===== config.mk =====
export PLATFORM = sky130hd
export DESIGN_NAME = fifo_rd_drain
export DESIGN_NICKNAME = d
export VERILOG_FILES = /design/src/rtl/sys_pkg.sv /design/src/rtl/fifo_rd_drain.sv
export SDC_FILE = /design/constraint.sdc
export NUM_CORES = 1
export LEC_CHECK = 0
export CORE_MARGIN = 3
export CORE_UTILIZATION = 35
export DETAILED_ROUTE_END_ITERATION = 8
export GPL_ROUTABILITY_DRIVEN = 1
export PLACE_DENSITY = 0.69
export SYNTH_ARGS = -nofsm -noshare
export SYNTH_HDL_FRONTEND = slang
export SYNTH_SLANG_ARGS = --single-unit

===== constraint.sdc =====
create_clock -name CLK -period 1.86 [get_ports CLK]
set_input_delay 0.186 -clock CLK [delete_from_list [all_inputs] [get_ports CLK]]
set_output_delay 0.186 -clock CLK [all_outputs]
set_load 0.05 [all_outputs]

===== src/rtl/sys_pkg.sv =====
// Shared definitions for the FIFO read-side drain: state encoding and default word width.
package sys_pkg;

  localparam logic [1:0] S_IDLE    = 2'b00;
  localparam logic [1:0] S_WAIT_HI = 2'b01;
  localparam logic [1:0] S_WAIT_LO = 2'b10;

  localparam int D_SIZE_DEF = 8;

  typedef enum logic [1:0] {
    IDLE    = S_IDLE,
    WAIT_HI = S_WAIT_HI,
    WAIT_LO = S_WAIT_LO
  } drain_state_t;

endpackage


===== src/rtl/fifo_rd_drain.sv =====
// Pops one word from the async FIFO read port and hands it to UART TX over a valid/busy handshake.
// Optional busy-rise timeout enabled by defining FIFO_DRAIN_TIMEOUT_EN.
module fifo_rd_drain
  import sys_pkg::*;
#(
  parameter int D_SIZE    = D_SIZE_DEF,
  parameter int TO_CYCLES = 32,
  parameter int TO_W      = 6
) (
  input  logic              CLK,
  input  logic              RST,
  input  logic              i_empty,
  input  logic [D_SIZE-1:0] i_rd_data,
  output logic              o_rd_inc,
  input  logic              i_tx_busy,
  output logic [D_SIZE-1:0] o_tx_data,
  output logic              o_tx_valid,
  output logic              o_active,
  output logic              o_timeout
);

  drain_state_t state;

  if (2 ** TO_W <= TO_CYCLES) begin : g_bad_cfg
    $error("fifo_rd_drain: TO_W too narrow for TO_CYCLES");
  end

`ifdef FIFO_DRAIN_TIMEOUT_EN
  logic [TO_W-1:0] to_cnt;
`else
  assign o_timeout = 1'b0;
`endif

  // Capture and pop share edge E; the FIFO pointer moves at E+1, and IDLE is
  // revisited no earlier than E+3, so the empty flag is already up to date.
  always_ff @(posedge CLK or negedge RST) begin
    if (!RST) begin
      state      <= IDLE;
      o_rd_inc   <= 1'b0;
      o_tx_valid <= 1'b0;
      o_tx_data  <= '0;
      o_active   <= 1'b0;
`ifdef FIFO_DRAIN_TIMEOUT_EN
      o_timeout  <= 1'b0;
      to_cnt     <= '0;
`endif
    end else begin
      o_rd_inc   <= 1'b0;
      o_tx_valid <= 1'b0;
`ifdef FIFO_DRAIN_TIMEOUT_EN
      o_timeout  <= 1'b0;
`endif
      case (state)
        IDLE: begin
          if (!i_empty && !i_tx_busy) begin
            o_tx_data  <= i_rd_data;
            o_rd_inc   <= 1'b1;
            o_tx_valid <= 1'b1;
            o_active   <= 1'b1;
            state      <= WAIT_HI;
`ifdef FIFO_DRAIN_TIMEOUT_EN
            to_cnt     <= '0;
`endif
          end
        end
        WAIT_HI: begin
          if (i_tx_busy) begin
            state <= WAIT_LO;
          end
`ifdef FIFO_DRAIN_TIMEOUT_EN
          else if (to_cnt == TO_W'(TO_CYCLES - 1)) begin
            // Transmitter never acknowledged: drop the word and go back to polling.
            state     <= IDLE;
            o_active  <= 1'b0;
            o_timeout <= 1'b1;
          end else begin
            to_cnt <= to_cnt + 1'b1;
          end
`endif
        end
        WAIT_LO: begin
          if (!i_tx_busy) begin
            state    <= IDLE;
            o_active <= 1'b0;
          end
        end
        default: begin
          state    <= IDLE;
          o_active <= 1'b0;
        end
      endcase
    end
  end

endmodule


==> flow_summary.json <==
{
  "status": "complete, no violations",
  "ioPinCount": 24,
  "rows": 12,
  "cp_num_cells": 1,
  "place_hpwl_um": 810,
  "end_kind": "output pin",
  "cellPowerDensity_mw_per_mm2": 1340,
  "relSlewSlack_pct": 63.3,
  "num_antenna_cells": 0,
  "grtUsageTotal_pct": 13.6,
  "fin_skew_ns": 0.00231,
  "drive_above_1_share_pct": 27.8,
  "peakVddDrop_mv": 0.782,
  "r2r_cells": 3,
  "holdWs_ns": 0.278,
  "synth.distinct_cells": 11,
  "cts_made_buffers": 3,
  "fin_crit_sh_pct": 89.3,
  "worst_pin_slew_ns": 0.548,
  "synth-edff-count": 0,
  "ys_warn_count": 0,
  "wire_per_inst_um": 14.9,
  "vias_per_cell": 4.82,
  "dr.pass1.iters": 2,
  "yosys.area.top_type": "dfrtp_1",
  "first_global_vias": 392,
  "cts_sinks": 12,
  "initial_utilization_pct": 40.2,
  "crit_type": "reg -> out",
  "drt_wl_total_mm": 1.01,
  "htreeDepth": 1,
  "synthArstFlopShare_pct": 100,
  "cts_buffer_depth": 2,
  "crit_family": "buffers and inverters",
  "design_area_um2": 729,
  "worst-endpoint-arrival_ns": 1.47,
  "grt_pass1_wl_mm": 1.82,
  "placed_cell_area_um2": 707,
  "drt_iter0_drc": 1,
  "die_w_um": 42.9,
  "maxCapViolCount": 0,
  "cp_slowest_cell": "clkdlybuf4s50_1",
  "cp.required_ns": 1.67,
  "syn-num-nets": 42,
  "ys_seq_area_share_pct": 63.0,
  "fillers": 100,
  "root_buffer": "clkbuf_4",
  "cts_tree": "done",
  "drcViolationCount": 0,
  "start_kind": "flop",
  "slew_violations": 0,
  "core-area_mm2": 0.00119,
  "holdBufCountCts": 0,
  "setup_viol": 0,
  "clkLatencyLatePin_ns": 0.26,
  "yosys-top-cells-area": "dfrtp_1, mux2_2, nor4_4, buf_4, a311o_2",
  "holdCritPathClass": "in -> async",
  "slowest_delay_ns": 0.83,
  "area_growth_pct": 53.0,
  "grt-ovfl-total": 0,
  "ys_ff_latch": 12,
  "gp_routability_congestion": 0.598,
  "grt_setup_unrepaired": "false",
  "synth_commonest_cells": "dfrtp_1, mux2_2, buf_4",
  "p_leak_nw": 0.303,
  "yosysMostFrequentCell": "dfrtp_1",
  "vias": 328,
  "synth_cells": 30,
  "synth_top_area_share_pct": 63.0,
  "netlist_area_um2": 477,
  "finalCriticalPeriod_ns": 1.66,
  "finalHoldViolations": 0,
  "fin_setup_tns_ns": 0,
  "nets": 68,
  "ctsResizeCount": 0,
  "ant_nets": 0,
  "crit_chain": "clkdlybuf4s50_1",
  "max_freq_mhz": 602,
  "postLayoutCoreUtil_pct": 61.5,
  "multi_input_area_um2": 158,
  "path_clk_slew_ns": 0.07,
  "io_buffer_count": 22,
  "cts_setup_buffers": 0,
  "avgSynthCellArea_um2": 15.9,
  "dieArea_mm2": 0.00184,
  "antenna_found_initial": 0,
  "cp_max_fo": 3,
  "die_h_um": 42.9,
  "cp_num_buf_inv": 1,
  "synth_ff_type": "dfrtp_1",
  "regArea_um2": 300,
  "grt_max_degree": 13
}
[report_power, final]
part           switching, mW  internal (mW)
Clock                 0.0778         0.0747
Sequential            0.0394          0.324
Combinational          0.283          0.178
Total                  0.400          0.576
[cells by family (layout without fill, tap and decap cells)]
group           after synthesis  count (layout)  synth area share, %
flops                        12              12                 63.0
mux                           8               8                 18.9
simple gates                  3               3                 7.61
buf+inv                       3              27                 3.94
compound gates                2               2                 3.94
other cells                   1               1                0.787
xor+xnor                      1               1                 1.84
[through the flow]
step | instances | worst slack, ns | power (mW)
4_1_cts | 68 | 0.185 | 0.988
2_1_floorplan | 30 | 0.428 | 0.661
5_1_grt | 68 | 0.155 | 1.03
3_3_place_gp | 65 | 0.332 | 0.817
6_report | 68 | 0.200 | 0.976
3_5_place_dp | 65 | 0.280 | 0.834
[metal layers]
metal / part of all wire (%) / vias to the layer above / wire, µm / track usage, %
met5: 0 / - / 0 / 0
met4: 0.40 / 0 / 4 / 7.45
met3: 6.0 / 2 / 61 / 3.39
met2: 57 / 14 / 578 / 24.0
met1: 36 / 163 / 367 / 14.4
li1: - / 149 / - / -
[worst register-to-register path, stage by stage (launching register included)]
cell	delay, ns
dfrtp_1	0.45
nor4_4	0.29
buf_4	0.22
mux2_2	0.35
[final timing paths]
path,startpoint,to,slack [ns]
worst max-delay path,o_active,o_active,0.20
worst min-delay path,RST,state[1],0.28
worst max register to register,state[1],o_tx_data[4],0.43
worst min register to register,o_tx_data[3],o_tx_data[3],0.51
max in group asynchronous,RST,o_tx_data[2],1.22
min in group CLK,o_tx_data[3],o_tx_data[3],0.51
[cells in the final DEF, fill, tap and decap left out]
cell,instances
and2b_2,1
mux2_2,8
xor2_1,1
dfrtp_1,12
and2_1,1
conb_1,1
inv_1,1
nor4_4,1
a311o_2,1
clkdlybuf4s50_1,22
buf_4,1
clkbuf_4,3
a211oi_1,1
[area by class of cell]
cell class / count / area share, %
inverter: 1 / 0.515
clock buffer: 3 / 3.09
timing repair buffer: 23 / 31.2
tap: 14 / 2.40
multi-input combinational: 15 / 21.6
sequential: 12 / 41.2
[registers in the layout, indices dropped and copies added, names as in the netlist]
signal,flops
o_tx_data,8
state,2
o_active,1
o_tx_valid,1
No activity file was read; power rests on OpenSTA's default activity.
